**src/rtl/full_adder_reg.sv**
```systemverilog
// full_adder_reg: ripple chain of 1-bit full-adder cells whose result is
// captured into an output register stage when in_valid is high. The
// result, sum and carry-out, appears one clock after the input is accepted.
module full_adder_reg #(
  parameter int WIDTH = 1
) (
  input  logic             clk,
  input  logic             rst_n,
  input  logic             in_valid,
  input  logic [WIDTH-1:0] a,
  input  logic [WIDTH-1:0] b,
  input  logic             c,
  output logic [WIDTH-1:0] sum,
  output logic             carry,
  output logic             out_valid
);

  // Carry chain: k[0] is the carry-in, and k[WIDTH] is the carry-out.
  logic [WIDTH:0]   k;
  logic [WIDTH-1:0] s;

  logic [WIDTH-1:0] sum_d, sum_q;
  logic             carry_d, carry_q;
  logic             out_valid_d, out_valid_q;

  assign k[0] = c;

  // One full-adder cell per bit. The carry ripples upward through k.
  generate
    for (genvar gi = 0; gi < WIDTH; gi++) begin : g_cell
      assign s[gi]   = a[gi] ^ b[gi] ^ k[gi];
      assign k[gi+1] = (a[gi] & b[gi]) | (a[gi] & k[gi]) | (b[gi] & k[gi]);
    end
  endgenerate

  // Next-state selection: load a new result on in_valid, otherwise hold it.
  // The operand inputs are not used when in_valid is low.
  always_comb begin
    sum_d       = sum_q;
    carry_d     = carry_q;
    out_valid_d = 1'b0;
    if (in_valid) begin
      sum_d       = s;
      carry_d     = k[WIDTH];
      out_valid_d = 1'b1;
    end
  end

  // Output register stage. A synchronous reset takes priority over a capture.
  always_ff @(posedge clk) begin
    if (!rst_n) begin
      sum_q       <= '0;
      carry_q     <= 1'b0;
      out_valid_q <= 1'b0;
    end else begin
      sum_q       <= sum_d;
      carry_q     <= carry_d;
      out_valid_q <= out_valid_d;
    end
  end

  assign sum       = sum_q;
  assign carry     = carry_q;
  assign out_valid = out_valid_q;

endmodule

```
**config.mk**
```make
export PLATFORM = sky130hd
export DESIGN_NAME = full_adder_reg
export DESIGN_NICKNAME = d
export VERILOG_FILES = /design/src/rtl/full_adder_reg.sv
export SDC_FILE = /design/constraint.sdc
export NUM_CORES = 1
export LEC_CHECK = 0
export CAP_MARGIN = 20
export CORE_AREA = 4 4 41 43
export CTS_BUF_LIST = sky130_fd_sc_hd__clkbuf_8
export DETAILED_ROUTE_END_ITERATION = 8
export DIE_AREA = 0 0 45 47
export MAX_ROUTING_LAYER = met4
export PLACE_DENSITY = 0.39
export SYNTH_ARGS = -nofsm -noshare
export SYNTH_HDL_FRONTEND = slang
export SYNTH_SLANG_ARGS = --single-unit
```
**constraint.sdc**
```tcl
create_clock -name clk -period 0.9 [get_ports clk]
set_input_delay 0.18 -clock clk [delete_from_list [all_inputs] [get_ports clk]]
set_output_delay 0.18 -clock clk [all_outputs]
set_load 0.02 [all_outputs]
```
==> impl_metrics.py <==
metrics = {
    "run_status": {
        "status": "finished, final reports clean",
    },
    "placement": {
        "portBuffers": 8,
        "gp_routability_congestion": 0.6758,
        "pre_cts_ws_ns": -0.5647,
    },
    "global_routing": {
        "grt_pass1_wl_um": 572,
        "grtUsageMet2_pct": 4.237,
        "grt_pass1_vias": 124,
        "met3_usage_pct": 4.215,
        "top_usage_layer": "met4",
        "antenna_found_initial": 0,
        "met1_usage_pct": 4.784,
        "track_usage_pct": 4.816,
        "gr-total-overflow": 0,
        "grt_max_degree": 4,
    },
    "sta": {
        "worst_pin_slew_ns": 0.1265,
        "skew_ns": 0,
        "setup-tns-final_ns": 0,
        "finalCriticalPeriod_ns": 0.8789,
        "timing.fmax_ghz": 1.138,
        "finalMaxSlewViolations": 0,
        "hold_viol": 0,
        "min_period_over_period_pct": 97.66,
        "finalWorstSetupSlack_ns": 0.02106,
        "setup_viol": 0,
        "rsz0062_at_grt": "true",
        "relSlewSlack_pct": 91.32,
    },
    "min_path": {
        "hp-class": "in -> reg",
        "hold_depth": 4,
        "hp-start": "a",
    },
    "power_and_ir_drop": {
        "p_comb_share_pct": 11.6,
        "p_per_area_nw_per_um2": 2495,
        "p_leak_nw": 0.1140,
        "vdd_drop_max_v": 0.0004797,
        "internal_power_uw": 474.8,
        "switchingPower_uw": 133.8,
        "clockPowerShare_pct": 63.7,
        "switching_share_pct": 21.99,
        "total_power_uw": 608.7,
        "seq_power_share_pct": 24.6,
    },
    "worst_setup_path": {
        "worst_setup_path_end_kind": "flip-flop",
        "cp_max_fo": 3,
        "critPathLaunch": "in_valid",
        "rr_startpoint": "sum$_SDFFE_PN0P_",
        "cp.arrival_ns": 0.98,
        "crit_type": "in -> reg",
        "cp.required_ns": 1.00,
        "worst-r2r-cell-count": 2,
        "start_kind": "primary input",
    },
    "floorplanning": {
        "num_rows": 13,
        "io-pin-count": 9,
        "initial_utilization_pct": 9.231,
        "die_w_um": 45,
        "die_h_um": 47,
        "core_area_um2": 1301,
        "dieArea_um2": 2115,
    },
    "clock_network": {
        "cts_buffers": 3,
        "clk_pin_slew_ns": 0.03,
        "cts_root_buffer": "clkbuf_8",
        "cts_tree": "done",
        "cts-htree-levels": 1,
        "clock_latency_ns": 0.22,
        "max-clock-path-buffers": 2,
        "cts_hold_buf": 0,
        "cts_sinks": 3,
    },
    "drt": {
        "vias_per_cell": 2.944,
        "drt_wl_total_um": 354,
        "via_count": 106,
        "first_iter_violations": 1,
        "drcViolationCount": 0,
        "firstDrtPassIters": 2,
        "ant_nets": 0,
        "wl_per_cell_um": 9.833,
    },
    "layout": {
        "nNetsFinal": 29,
        "areaGrowthSynthToFinish_pct": 103.1,
        "antennaDiodeCount": 0,
        "drive_above_1_share_pct": 52.38,
        "fill_cells": 160,
    },
    "synth": {
        "ys_seq_elements": 3,
        "ys_seq_area_share_pct": 50.00,
        "netlist_instances": 9,
        "synth.distinct_cells": 5,
        "netlist_area_um2": 120.1,
        "syn_nets": 16,
        "yosysWarnings": 0,
        "synth.avg_cell_area_um2": 13.35,
    },
    "job": {
        "maxCapViolations": 0,
    },
}
## Yosys cell counts
| master | instances | area [um2] |
|---|---|---|
| nor2b_1 | 2 | 12.51 |
| and2_2 | 1 | 7.510 |
| fa_1 | 1 | 20.02 |
| dfxtp_1 | 3 | 60.06 |
| mux2i_1 | 2 | 20.02 |
## cell families (layout without fill, tap and decap cells)
group         after synthesis  count (layout)  share of synthesized area, %
flops                       3               3                         50.00
simple gates                3               3                         16.67
mux                         2               2                         16.67
fa+ha+maj                   1               1                         16.67
buf+inv                     0              12                             0
## flip-flops by register name, summed over array words and instances (netlist names)
signal     count
carry          1
out_valid      1
sum            1
## layout make-up
class                      count  area, um2  share of cell area (%)
multi-input combinational      6      60.06                   24.62
timing repair buffer           8      58.81                   24.10
clock buffer                   3      41.29                   16.92
tap                           15      18.77                   7.692
sequential                     3      61.31                   25.13
clock inverter                 1      3.754                   1.538
## path summary, 6_finish.rpt
path,to,slack [ns]
worst max-delay path,sum$_SDFFE_PN0P_,0.02
worst min-delay path,sum$_SDFFE_PN0P_,0.43
worst max register to register,sum$_SDFFE_PN0P_,0.28
worst min register to register,carry$_SDFFE_PN0P_,0.53
## critical path, cell delays in order
cell	delay (ns)
clkdlybuf4s50_1	0.53
mux2i_1	0.21
nor2b_1	0.06
## timing repair
item	in CTS	in global routing
pin swaps	1	1
gates resized for setup	23	4
setup endpoints to repair	5	3
setup buffers	0	0
## cells in the final DEF, fill, tap and decap left out
cell type / synthesis / layout
fa_1: 1 / 1
inv_1: 0 / 1
clkdlybuf4s50_1: 0 / 2
dfxtp_2: 0 / 1
nor2b_1: 2 / 2
buf_6: 0 / 1
buf_4: 0 / 1
mux2i_1: 2 / 2
clkbuf_2: 0 / 1
and2_2: 1 / 1
clkbuf_8: 0 / 3
dfxtp_1: 3 / 2
buf_2: 0 / 3
## per-stage QoR
step / std cells / cell area, um2 / utilization, % / hold WS [ns]
floorplan: 9 / 120.1 / - / 0.3082
global placement: 32 / 219.0 / 16.83 / 0.5041
detailed placement: 32 / 219.0 / 16.83 / 0.5270
CTS: 36 / 241.5 / 18.56 / 0.4349
global route: 36 / 244.0 / 18.75 / 0.4448
finish: 36 / 244.0 / 18.75 / 0.4306
## per-layer routing
metal  vias to the layer above  share of wire (%)
li1                         53                  -
met1                        44                 55
met2                         9                 29
met3                         0                 15
met4                         0                  0
met5                         -                  0
## power groups by stage
stage	registers (mW)	clock network [mW]	logic [mW]
floorplan	0.161	0	0.0180
global route	0.152	0.417	0.0748
finish	0.150	0.388	0.0708
CTS	0.148	0.405	0.0684
global placement	0.150	0	0.0775
detailed placement	0.150	0	0.0811
No activity file was read; power rests on OpenSTA's default activity.
